**config.mk**
```make
export PLATFORM = sky130hd
export DESIGN_NAME = vga_timing_gen
export DESIGN_NICKNAME = d
export VERILOG_FILES = /design/src/rtl/vga_timing_pkg.sv /design/src/rtl/mod_counter.sv /design/src/rtl/vga_timing_gen.sv
export SDC_FILE = /design/constraint.sdc
export NUM_CORES = 1
export LEC_CHECK = 0
export ABC_AREA = 1
export CAP_MARGIN = 5
export CORE_UTILIZATION = 55
export CTS_CLUSTER_DIAMETER = 40
export DETAILED_ROUTE_END_ITERATION = 16
export DONT_BUFFER_PORTS = 1
export PLACE_DENSITY = 0.7
export RECOVER_POWER = 50
export SLEW_MARGIN = 20
export SYNTH_ARGS = -nofsm -noshare
export SYNTH_HDL_FRONTEND = slang
export SYNTH_SLANG_ARGS = --single-unit
```
**constraint.sdc**
```tcl
create_clock -name clk -period 2.05 [get_ports clk]
set_input_delay 0.41 -clock clk [delete_from_list [all_inputs] [get_ports clk]]
set_output_delay 0.41 -clock clk [all_outputs]
set_load 0.02 [all_outputs]
```
**src/rtl/vga_timing_pkg.sv**
```systemverilog
// Shared timing constants, output record and parameter-derivation helpers
// for the 800x600@60 raster generator.
package vga_timing_pkg;

  localparam int HCNT_W = 11;
  localparam int VCNT_W = 10;

  localparam int   DEF_CLK_DIV = 1;
  localparam int   DEF_H_VIS   = 800;
  localparam int   DEF_H_FP    = 40;
  localparam int   DEF_H_SYNC  = 128;
  localparam int   DEF_H_BP    = 88;
  localparam int   DEF_V_VIS   = 600;
  localparam int   DEF_V_FP    = 1;
  localparam int   DEF_V_SYNC  = 4;
  localparam int   DEF_V_BP    = 23;
  localparam logic DEF_HS_POL  = 1'b1;
  localparam logic DEF_VS_POL  = 1'b1;

  localparam int DEF_H_TOT = DEF_H_VIS + DEF_H_FP + DEF_H_SYNC + DEF_H_BP;
  localparam int DEF_V_TOT = DEF_V_VIS + DEF_V_FP + DEF_V_SYNC + DEF_V_BP;

  // Everything the pixel-fetch stage sees changes together in one record.
  typedef struct packed {
    logic [HCNT_W-1:0] h;
    logic [VCNT_W-1:0] v;
    logic              hsync;
    logic              vsync;
    logic              active;
    logic              frame_start;
  } timing_t;

  function automatic int axis_total(input int vis, input int fp, input int sync, input int bp);
    return vis + fp + sync + bp;
  endfunction

  function automatic int sync_start(input int vis, input int fp);
    return vis + fp;
  endfunction

  function automatic int sync_end(input int vis, input int fp, input int sync);
    return vis + fp + sync - 1;
  endfunction

  function automatic int cnt_width(input int modulus);
    return (modulus > 1) ? $clog2(modulus) : 1;
  endfunction

endpackage

```
**src/rtl/mod_counter.sv**
```systemverilog
// Modulo-MOD up counter with enable; wrap flags the terminal count (MOD-1).
module mod_counter
  import vga_timing_pkg::*;
#(
  parameter int MOD = 2,
  parameter int W   = cnt_width(MOD)
) (
  input  logic         clk,
  input  logic         rst_n,
  input  logic         en,
  output logic [W-1:0] cnt,
  output logic         wrap
);

  localparam logic [W-1:0] LAST = W'(MOD - 1);

  if (MOD < 1) begin : g_bad_mod
    $error("mod_counter: MOD must be >= 1");
  end

  logic [W-1:0] cnt_q;
  logic [W-1:0] cnt_d;

  assign wrap = (cnt_q == LAST);
  assign cnt  = cnt_q;

  always_comb begin
    // NOTE: default first so every path assigns cnt_d and no latch is inferred.
    cnt_d = cnt_q;
    if (en) begin
      cnt_d = wrap ? '0 : cnt_q + W'(1);
    end
  end

  always_ff @(posedge clk) begin
    // NOTE: non-blocking assignments keep all flops updating from pre-edge values.
    if (!rst_n) begin
      cnt_q <= '0;
    end else begin
      cnt_q <= cnt_d;
    end
  end

endmodule

```
**src/rtl/vga_timing_gen.sv**
```systemverilog
// Raster timing generator: position counters plus registered sync/active
// decode, all updating together on each pixel tick.
module vga_timing_gen
  import vga_timing_pkg::*;
#(
  parameter int   CLK_DIV = DEF_CLK_DIV,
  parameter int   H_VIS   = DEF_H_VIS,
  parameter int   H_FP    = DEF_H_FP,
  parameter int   H_SYNC  = DEF_H_SYNC,
  parameter int   H_BP    = DEF_H_BP,
  parameter int   V_VIS   = DEF_V_VIS,
  parameter int   V_FP    = DEF_V_FP,
  parameter int   V_SYNC  = DEF_V_SYNC,
  parameter int   V_BP    = DEF_V_BP,
  parameter logic HS_POL  = DEF_HS_POL,
  parameter logic VS_POL  = DEF_VS_POL
) (
  input  logic              clk,
  input  logic              rst_n,
  output logic [HCNT_W-1:0] count_rgb,
  output logic [VCNT_W-1:0] reset_count_rgb,
  output logic              hsync,
  output logic              vsync,
  output logic              video_active,
  output logic              frame_start,
  output logic              pix_en
);

  localparam int H_TOT = axis_total(H_VIS, H_FP, H_SYNC, H_BP);
  localparam int V_TOT = axis_total(V_VIS, V_FP, V_SYNC, V_BP);
  localparam int DIV_W = cnt_width(CLK_DIV);

  localparam logic [HCNT_W-1:0] HS_START = HCNT_W'(sync_start(H_VIS, H_FP));
  localparam logic [HCNT_W-1:0] HS_END   = HCNT_W'(sync_end(H_VIS, H_FP, H_SYNC));
  localparam logic [HCNT_W-1:0] H_VIS_C  = HCNT_W'(H_VIS);
  localparam logic [VCNT_W-1:0] VS_START = VCNT_W'(sync_start(V_VIS, V_FP));
  localparam logic [VCNT_W-1:0] VS_END   = VCNT_W'(sync_end(V_VIS, V_FP, V_SYNC));
  localparam logic [VCNT_W-1:0] V_VIS_C  = VCNT_W'(V_VIS);

  if (H_TOT > (1 << HCNT_W)) begin : g_bad_htot
    $error("vga_timing_gen: H_TOT exceeds 2048");
  end
  if (V_TOT > (1 << VCNT_W)) begin : g_bad_vtot
    $error("vga_timing_gen: V_TOT exceeds 1024");
  end
  if (CLK_DIV < 1) begin : g_bad_div
    $error("vga_timing_gen: CLK_DIV must be >= 1");
  end

  logic [DIV_W-1:0]  d_cnt;
  logic              tick;
  logic [HCNT_W-1:0] h_nxt;
  logic              h_wrap;
  logic [VCNT_W-1:0] v_nxt;
  logic              v_wrap;

  mod_counter #(.MOD(CLK_DIV), .W(DIV_W)) u_div (
    .clk   (clk),
    .rst_n (rst_n),
    .en    (1'b1),
    .cnt   (d_cnt),
    .wrap  (tick)
  );

  mod_counter #(.MOD(H_TOT), .W(HCNT_W)) u_hcnt (
    .clk   (clk),
    .rst_n (rst_n),
    .en    (tick),
    .cnt   (h_nxt),
    .wrap  (h_wrap)
  );

  // Lines advance only on the tick that retires the last pixel of a line.
  mod_counter #(.MOD(V_TOT), .W(VCNT_W)) u_vcnt (
    .clk   (clk),
    .rst_n (rst_n),
    .en    (h_wrap & tick),
    .cnt   (v_nxt),
    .wrap  (v_wrap)
  );

  logic unused_sig;
  assign unused_sig = ^{d_cnt, v_wrap};

  timing_t timing_q;
  timing_t timing_d;
  logic    pix_en_q;
  logic    pix_en_d;

  always_comb begin
    timing_d = timing_q;
    pix_en_d = tick;
    if (tick) begin
      timing_d.h           = h_nxt;
      timing_d.v           = v_nxt;
      timing_d.hsync       = ((h_nxt >= HS_START) && (h_nxt <= HS_END)) ? HS_POL : ~HS_POL;
      timing_d.vsync       = ((v_nxt >= VS_START) && (v_nxt <= VS_END)) ? VS_POL : ~VS_POL;
      timing_d.active      = (h_nxt < H_VIS_C) && (v_nxt < V_VIS_C);
      timing_d.frame_start = (h_nxt == '0) && (v_nxt == '0);
    end
  end

  always_ff @(posedge clk) begin
    if (!rst_n) begin
      timing_q.h           <= '0;
      timing_q.v           <= '0;
      timing_q.hsync       <= ~HS_POL;
      timing_q.vsync       <= ~VS_POL;
      timing_q.active      <= 1'b0;
      timing_q.frame_start <= 1'b0;
      pix_en_q             <= 1'b0;
    end else begin
      timing_q <= timing_d;
      pix_en_q <= pix_en_d;
    end
  end

  assign count_rgb       = timing_q.h;
  assign reset_count_rgb = timing_q.v;
  assign hsync           = timing_q.hsync;
  assign vsync           = timing_q.vsync;
  assign video_active    = timing_q.active;
  assign frame_start     = timing_q.frame_start;
  assign pix_en          = pix_en_q;

endmodule

```
==> results of run 1 <==
-- routing by layer --
layer	wire length, µm	track usage	vias to the layer above
met3	269	0.05822	7
met1	2533	0.3455	853
met4	67	0.09309	0
li1	-	-	1005
met5	0	0	-
met2	2138	0.3725	52
-- worst register-to-register path, stage by stage, from the launching register on --
cell and delay [ns]:
sky130_fd_sc_hd__dfxtp_1 0.36, sky130_fd_sc_hd__inv_1 0.35, sky130_fd_sc_hd__nand2_1 0.21, sky130_fd_sc_hd__nor3_2 0.27, sky130_fd_sc_hd__nand2_1 0.10, sky130_fd_sc_hd__xor2_1 0.14
sky130_fd_sc_hd__nor2_1 0.05
-- cells in the final DEF (no fill, tap or decap), types with 2 or more instances in the layout --
cell type / instances
sky130_fd_sc_hd__o21ai_0: 23
sky130_fd_sc_hd__nand3_1: 38
sky130_fd_sc_hd__nor2_2: 6
sky130_fd_sc_hd__nand3_4: 2
sky130_fd_sc_hd__nand2_1: 57
sky130_fd_sc_hd__xor2_1: 4
sky130_fd_sc_hd__nor3_2: 2
sky130_fd_sc_hd__a21oi_1: 12
sky130_fd_sc_hd__nor2_1: 28
sky130_fd_sc_hd__nand4_1: 8
sky130_fd_sc_hd__nor3_1: 13
sky130_fd_sc_hd__clkbuf_8: 5
sky130_fd_sc_hd__inv_1: 31
sky130_fd_sc_hd__inv_2: 3
sky130_fd_sc_hd__nand2_4: 2
sky130_fd_sc_hd__buf_4: 2
sky130_fd_sc_hd__o21ai_1: 2
sky130_fd_sc_hd__clkinv_2: 2
sky130_fd_sc_hd__dfxtp_1: 48
sky130_fd_sc_hd__ha_1: 6
-- how the worst max path moves through the flow --
| stage | from | endpoint | slack [ns] |
|---|---|---|---|
| final | u_div.cnt | u_hcnt.cnt[8] | 0.46 |
| after global routing | u_div.cnt | hsync | 0.38 |
| after CTS | u_hcnt.cnt[0] | u_vcnt.cnt[9] | 0.57 |
| after detailed placement | u_hcnt.cnt[0] | u_vcnt.cnt[9] | 0.59 |
| after global placement | u_hcnt.cnt[0] | u_vcnt.cnt[2] | 0.61 |
| after floorplan | u_hcnt.cnt[0] | u_vcnt.cnt[2] | 0.71 |
-- flip-flops by register name (all words and copies together), names as in the netlist --
| signal | count |
|---|---|
| count_rgb | 11 |
| u_hcnt.cnt | 11 |
| reset_count_rgb | 10 |
| u_vcnt.cnt | 10 |
| frame_start | 1 |
| hsync | 1 |
| pix_en | 1 |
| u_div.cnt | 1 |
| video_active | 1 |
| vsync | 1 |
-- where the power goes --
part / internal, mW / switching, mW
Clock: 0.232 / 0.302
Sequential: 0.942 / 0.0166
Combinational: 0.0163 / 0.0430
Total: 1.19 / 0.362
-- per-stage QoR --
stage / std cells / utilization
final: 357 / 0.5974
after detailed placement: 350 / 0.5787
after CTS: 357 / 0.5981
after global routing: 357 / 0.5974
after floorplan: 308 / -
after global placement: 350 / 0.5787
-- kinds of logic after synthesis --
family          after synthesis  synth area share
xor+xnor                      4           0.01527
simple gates                162            0.3524
fa+ha+maj                     6           0.03273
other cells                   1          0.001635
compound gates               41           0.09493
buf+inv                      46           0.08400
flops                        48            0.4190
-- cell type report --
| cell class | instances | area [µm²] | share of cell area |
|---|---|---|---|
| clock buffers | 6 | 72.57 | 0.03037 |
| clock inverters | 1 | 5.005 | 0.002094 |
| inverters | 36 | 136.4 | 0.05707 |
| multi-input cells | 214 | 1137 | 0.4759 |
| flip-flops and latches | 48 | 960.9 | 0.4021 |
| well taps | 50 | 62.56 | 0.02618 |
| repair buffers | 2 | 15.01 | 0.006283 |
==> Flow_metrics.wiki, run 1 <==
{| class="wikitable"
! Metric !! Value
|-
| Cell seen most often among critical-path stages || sky130_fd_sc_hd__nand2_1
|-
| Leakage power || between 0.9 and 1 nW
|-
| Net count of the mapped netlist || between 300 and 400
|-
| Flop-to-flop setup slack || 0.46 ns
|-
| # nets final || roughly 320
|-
| Commonest cells in the synthesized netlist || 57 x sky130_fd_sc_hd__nand2_1, 48 x sky130_fd_sc_hd__dfxtp_1, 38 x sky130_fd_sc_hd__nand3_1, 29 x sky130_fd_sc_hd__inv_1, 27 x sky130_fd_sc_hd__nor2_1
|-
| Total number of yosys warnings || 0
|-
| Initial DRT Pass Iterations || 4
|-
| Post-Synthesis Cell Area || about 2300 µm²
|-
| Sequential cell area fraction in the yosys report || 0.4190
|-
| Grt ovf || 0
|-
| Max Clock Skew || about 0.0083 ns
|-
| Via count of the first global-routing pass || 1760
|-
| P per Cell Area || around 650 nW/µm²
|-
| Remaining number of nets flagged by the antenna check after routing || 0
|-
| CTS sink cnt || 48
|-
| Pin slew with the least headroom to its limit || between 0.5 and 0.6 ns
|-
| Family of cells with the greatest summed delay on the critical path || simple AND/OR/NAND/NOR gates
|-
| Required time of the critical path || between 2 and 2.5 ns
|-
| Count of cells along the worst hold path || 2
|-
| H-Tree Level Count || 2
|-
| Kind of path behind the tightest hold check || in -> reg
|-
| CP Class || reg -> reg
|-
| Antenna violations before repair || 0
|-
| Launching point of the worst reg2reg path || u_div.cnt
|-
| Startpoint types || register
|-
| Max transition margin || 0.6197
|-
| Largest cells by area after synthesis || sky130_fd_sc_hd__dfxtp_1 42%, sky130_fd_sc_hd__nand2_1 9.3%, sky130_fd_sc_hd__nand3_1 8.3%
|-
| Cell Chain, Critical Path || inv_1 -> nand2_1 -> nor3_2 -> nand2_1 -> xor2_1 -> nor2_1
|-
| R2R cell count || 6
|-
| Setup slack after layout || ~0.46 ns
|-
| Max Transition Viols Final || 0
|-
| Most frequently used flop master after synthesis || sky130_fd_sc_hd__dfxtp_1
|-
| Clock buffer count from CTS || 5
|-
| Area of all placed cells without fillers || ~2400 µm²
|-
| Top-Level Pins || 28
|-
| Total of fill cells in the finished design || 393
|-
| Status || finished, final reports clean
|-
| Count of input and output buffers || 0
|-
| Final clock period utilization by the worst path || 0.7741
|-
| Placeable core region || between 4000 and 5000 µm²
|-
| CTS Hold Bufs || 0
|-
| Maximum Capacitance Violations || 0
|-
| DRC violation count after routing || 0
|-
| Wire length of the first global-routing pass || roughly 8000 µm
|-
| Die outline area || roughly 4400 µm²
|-
| Yosys top cell area share || 0.4190
|-
| Number of vias in the routed layout || 1917
|-
| Number of unique standard cell types used by synthesis || 35
|-
| Final critical-path required period || 1.587 ns
|-
| Final weighted congestion in routability-driven placement || 0.9452
|-
| Setup repair after global routing missed its margin || no
|-
| Worst path buffer plus inverter count || 1
|-
| N_diodes || 0
|-
| Launch point of the worst hold path || rst_n
|-
| CTS max path bufs || 2
|-
| Clock Tree Root || sky130_fd_sc_hd__clkbuf_8
|-
| Peak supply drop || about 320 µV
|-
| Initial standard-cell utilization of the core || 0.5734
|-
| Clock edge transition at the registers on the reported setup and hold paths || 0.09 ns
|-
| Ratio of cells with drive above 1 in the final layout || 0.09772
|-
| Maximum number of pins on one net before global-route repair || 27
|-
| Worst slack, placed || between 0.5 and 0.6 ns
|-
| Data arrival at the endpoint of the critical path || between 1.5 and 2 ns
|-
| Std cell rows || 23
|-
| Final hold slack || between 0.2 and 0.25 ns
|-
| Area grow syn2layout || 4.201%
|-
| Final Setup Violations || 0
|-
| Number of stages on the worst setup path || 6
|-
| Slowest cell delay on critical path || around 0.36 ns
|-
| Worst min-delay path endpoint || reset_count_rgb[1]
|-
| Terminus of the critical flop-to-flop path || u_hcnt.cnt[8]
|-
| Mean Syn Cell Area || 7.446 µm²
|-
| Total count of hold-check failures in the final report || 0
|-
| Number of synthesized register bits || 48
|-
| Setup Total Neg Slack || 0 ns
|-
| Critical Path Slowest Stage Cell || sky130_fd_sc_hd__dfxtp_1
|-
| Most frequent cell after synthesis || sky130_fd_sc_hd__nand2_1
|-
| Overall routing resource usage || 0.2499
|-
| Cells after Synth || a little over 300
|-
| Share of flip-flops with an asynchronous set or reset || 0
|-
| Via density per instance || between 5 and 6
|-
| Final Routed Wirelength || about 5000 µm
|-
| Detail-routed net length per standard cell || between 10 and 15 µm
|-
| Kind of end point of the critical path || register
|-
| Post-CTS Setup Bufs || 0
|-
| Post_cts resized || 0
|-
| Overall die width || ~67 µm
|-
| Dominant cell type by area after synthesis || sky130_fd_sc_hd__dfxtp_1
|-
| Die Height || approximately 67 µm
|-
| Number of flops mapped to enable cells by yosys || 0
|-
| Overall power after layout || between 1.5 and 2 mW
|-
| Max Fanout on Critical Path || 12
|-
| Cell area after placement || 2315 µm²
|-
| CTS tree || built
|-
| Detail Placement HPWL || 3717 µm
|-
| Count of routing violations after the opening detailed-route iteration || around 120
|-
| Insertion delay of the later-clocked pin in the worst-skew pair || around 0.31 ns
|-
| Highest attainable clock frequency || between 600 and 700 MHz
|}
(Power assumes the default switching activity.)
==> run 2, diff against run 1 <==
PLACE_DENSITY = 0.73   (was 0.7)
clock period = 1.4 ns   (was 2.05 ns; I/O delays follow)
==> run 2 against run 1 <==
Global-route usage grew 1.3 points; maximum frequency grew 19%; non-clock buffer count grew 20; clock power grew 91%; combinational power grew 75%; critical path type unchanged; critical endpoint is now u_vcnt.cnt[3].
==> Flow_metrics.wiki, run 2 (synthesized netlist as in run 1, its figures left out) <==
{| class="wikitable"
! Metric !! Value
|-
| Status || finished, final reports clean
|-
| Cell-internal power || 1.951 mW (+64%)
|-
| Startpoint types || register
|-
| Area of all placed cells without fillers || 2649 µm² (+11%)
|-
| Count of cells along the worst hold path || 2 (unchanged)
|-
| Final Setup Violations || 0 (unchanged)
|-
| R2R cell count || 8 (+2)
|-
| CTS Hold Bufs || 0 (unchanged)
|-
| Die Height || 66.58 µm (unchanged)
|-
| Number of vias in the routed layout || 2071 (+8.0%)
|-
| Final critical-path required period || 1.332 ns (-0.2550 ns)
|-
| Detail Placement HPWL || 3875 µm (+4.3%)
|-
| P per Cell Area || 954.4 nW/µm² (+47%)
|-
| Area grow syn2layout || 15.49%
|-
| Overall die width || 66.58 µm (unchanged)
|-
| Setup Total Neg Slack || 0 ns (unchanged)
|-
| Slowest cell delay on critical path || 0.37 ns (about the same)
|-
| Power share of the sequential group || 0.555 (-0.063)
|-
| Ratio of cells with drive above 1 in the final layout || 0.2195 (+0.1218)
|-
| Insertion delay of the later-clocked pin in the worst-skew pair || 0.31 ns (about the same)
|-
| Relative contribution of combinational cells to total power || 0.041 (+0.003)
|-
| Worst path buffer plus inverter count || 2 (+1)
|-
| Number of stages on the worst setup path || 8 (+2)
|-
| Required time of the critical path || 1.65 ns (-0.59 ns)
|-
| Data arrival at the endpoint of the critical path || 1.59 ns (-0.19 ns)
|-
| Commonest non-fill, non-tap cell in the layout || sky130_fd_sc_hd__nand2_1
|-
| Final weighted congestion in routability-driven placement || 0.9438 (-0.15%)
|-
| Max Clock Skew || 0.01101 ns (+0.002659 ns)
|-
| Setup repair after global routing missed its margin || yes
|-
| Clock Tree Root || sky130_fd_sc_hd__clkbuf_8
|-
| Grt ovf || 0 (unchanged)
|-
| Std cell rows || 23 (unchanged)
|-
| CTS max path bufs || 2 (unchanged)
|-
| CTS tree || built
|-
| Sw Pwr || 577.3 µW (+60%)
|-
| Top-Level Pins || 28 (unchanged)
|-
| Family of cells with the greatest summed delay on the critical path || simple AND/OR/NAND/NOR gates
|-
| # nets final || 335 (+6.3%)
|-
| Max Transition Viols Final || 0 (unchanged)
|-
| Cell Chain, Critical Path || ha_4 -> nand3_4 -> buf_6 -> clkinv_1 -> nand3_2 -> nor2_2 -> nand2_1 -> a21oi_1
|-
| Critical Path Slowest Stage Cell || sky130_fd_sc_hd__dfxtp_2
|-
| Remaining number of nets flagged by the antenna check after routing || 0 (unchanged)
|-
| Total of fill cells in the finished design || 334 (-15%)
|-
| CTS sink cnt || 48 (unchanged)
|-
| Clock edge transition at the registers on the reported setup and hold paths || 0.10 ns (about the same)
|-
| Final clock period utilization by the worst path || 0.9513 (+0.1772)
|-
| Initial DRT Pass Iterations || 4 (unchanged)
|-
| Via count of the first global-routing pass || 1893 (+7.6%)
|-
| Total count of hold-check failures in the final report || 0 (unchanged)
|-
| Area occupied by multi-input gates || 1195 µm² (+5.1%)
|-
| Die outline area || 4432 µm² (unchanged)
|-
| Clock buffer count from CTS || 5 (unchanged)
|-
| Switch share || 0.2284 (-0.004584)
|-
| Top library cells by usage in the layout, fill and taps aside || 55 x sky130_fd_sc_hd__nand2_1, 43 x sky130_fd_sc_hd__dfxtp_1, 37 x sky130_fd_sc_hd__nand3_1
|-
| Initial standard-cell utilization of the core || 0.5734 (unchanged)
|-
| Kind of end point of the critical path || register
|-
| Wire length of the first global-routing pass || 8625 µm (+5.2%)
|-
| Flip-flop and latch area || 969.7 µm² (+0.91%)
|-
| Antenna violations before repair || 0 (unchanged)
|-
| Worst slack, placed || 0.005589 ns (-0.5864 ns)
|-
| Via density per instance || 5.479 (+2.0%)
|-
| Maximum Capacitance Violations || 0 (unchanged)
|-
| DRC violation count after routing || 0 (unchanged)
|-
| Leakage power || 1.061 nW (+15%)
|-
| Highest attainable clock frequency || 750.9 MHz (+19%)
|-
| Peak supply drop || 691.8 µV (+120%)
|-
| Placeable core region || 4000 µm² (unchanged)
|-
| Part of the total power dissipated in the clock network || 0.404 (+0.060)
|-
| CP Class || reg -> reg
|-
| Setup slack after layout || 0.06818 ns (-0.3950 ns)
|-
| H-Tree Level Count || 2 (unchanged)
|-
| Detail-routed net length per standard cell || 13.73 µm (-2.1%)
|-
| Overall routing resource usage || 0.2626 (+0.01268)
|-
| Max Fanout on Critical Path || 3 (-9)
|-
| Kind of path behind the tightest hold check || in -> reg
|-
| N_diodes || 0 (unchanged)
|-
| Maximum number of pins on one net before global-route repair || 30 (+11%)
|-
| Post-route core utilization || 0.6622 (+0.06475)
|-
| Count of routing violations after the opening detailed-route iteration || 113 (-7.4%)
|-
| Final Routed Wirelength || 5191 µm (+3.7%)
|-
| Count of input and output buffers || 0 (unchanged)
|-
| Cell area after placement || 2465 µm² (+6.5%)
|}
==> run 2: changes by cell type in the layout (fill, tap and decap cells not counted), moves of 2 or more <==
cell / before / now
sky130_fd_sc_hd__nand2_2: 1 / 3
sky130_fd_sc_hd__dfxtp_1: 48 / 43
sky130_fd_sc_hd__nand2_1: 57 / 55
sky130_fd_sc_hd__inv_1: 31 / 29
sky130_fd_sc_hd__nor3_1: 13 / 11
sky130_fd_sc_hd__dfxtp_2: 0 / 4
sky130_fd_sc_hd__nor2_2: 6 / 11
sky130_fd_sc_hd__nor2_1: 28 / 23
sky130_fd_sc_hd__buf_4: 2 / 21
sky130_fd_sc_hd__ha_1: 6 / 4
sky130_fd_sc_hd__clkinv_4: 0 / 2
sky130_fd_sc_hd__inv_2: 3 / 5
==> run 2: power groups by stage <==
stage	combinational [mW]	sequential (mW)	clock [mW]
finish	0.104	1.40	1.02
global route	0.116	1.41	1.09
CTS	0.103	1.40	1.04
detailed placement	0.101	1.43	0
global placement	0.100	1.43	0
floorplan	0.0838	1.43	0
==> run 2: final timing paths <==
check / startpoint / endpoint / slack [ns]
max: u_hcnt.cnt[1] / u_vcnt.cnt[3] / 0.07
min: rst_n / vsync / 0.11
max reg2reg: u_hcnt.cnt[1] / u_vcnt.cnt[3] / 0.07
min reg2reg: u_div.cnt / pix_en / 0.50
==> run 2: worst register-to-register path, stage by stage, from the launching register on <==
cell and delay [ns]:
sky130_fd_sc_hd__dfxtp_2 0.37, sky130_fd_sc_hd__ha_4 0.16, sky130_fd_sc_hd__nand3_4 0.11, sky130_fd_sc_hd__buf_6 0.15
sky130_fd_sc_hd__clkinv_1 0.07, sky130_fd_sc_hd__nand3_2 0.08, sky130_fd_sc_hd__nor2_2 0.14, sky130_fd_sc_hd__nand2_1 0.06
sky130_fd_sc_hd__a21oi_1 0.13
==> run 2: what timing repair did <==
action	in CTS	in global routing
endpoints found under the hold margin	0	0
setup buffers	0	0
endpoints found under the setup margin	5	14
pin swaps	0	7
gates resized for setup	1	20
==> run 2: layout make-up <==
cell class	count	share of cell area
Multi-Input combinational cell	214	0.4511
Sequential cell	48	0.3661
Timing Repair Buffer	22	0.06377
Inverter	36	0.05149
Clock buffer	5	0.02598
Tap cell	50	0.02362
Clock inverter	3	0.01795
==> run 2: metal layers <==
| layer | wire length, µm | GRT usage | share of wire | up-vias |
|---|---|---|---|---|
| met5 | 0 | 0 | 0 | - |
| met4 | 129 | 0.1197 | 0.025 | 0 |
| met3 | 332 | 0.05479 | 0.064 | 12 |
| met2 | 2301 | 0.3977 | 0.44 | 75 |
| met1 | 2427 | 0.3536 | 0.47 | 932 |
| li1 | - | - | - | 1052 |
==> run 2: through the flow <==
stage	cells	power [mW]	hold WS, ns
final	378	2.528	0.1111
after global routing	378	2.612	0.1043
after CTS	378	2.544	0.1014
after detailed placement	370	1.536	0.4274
after global placement	370	1.534	0.4278
after floorplan	308	1.518	0.4715
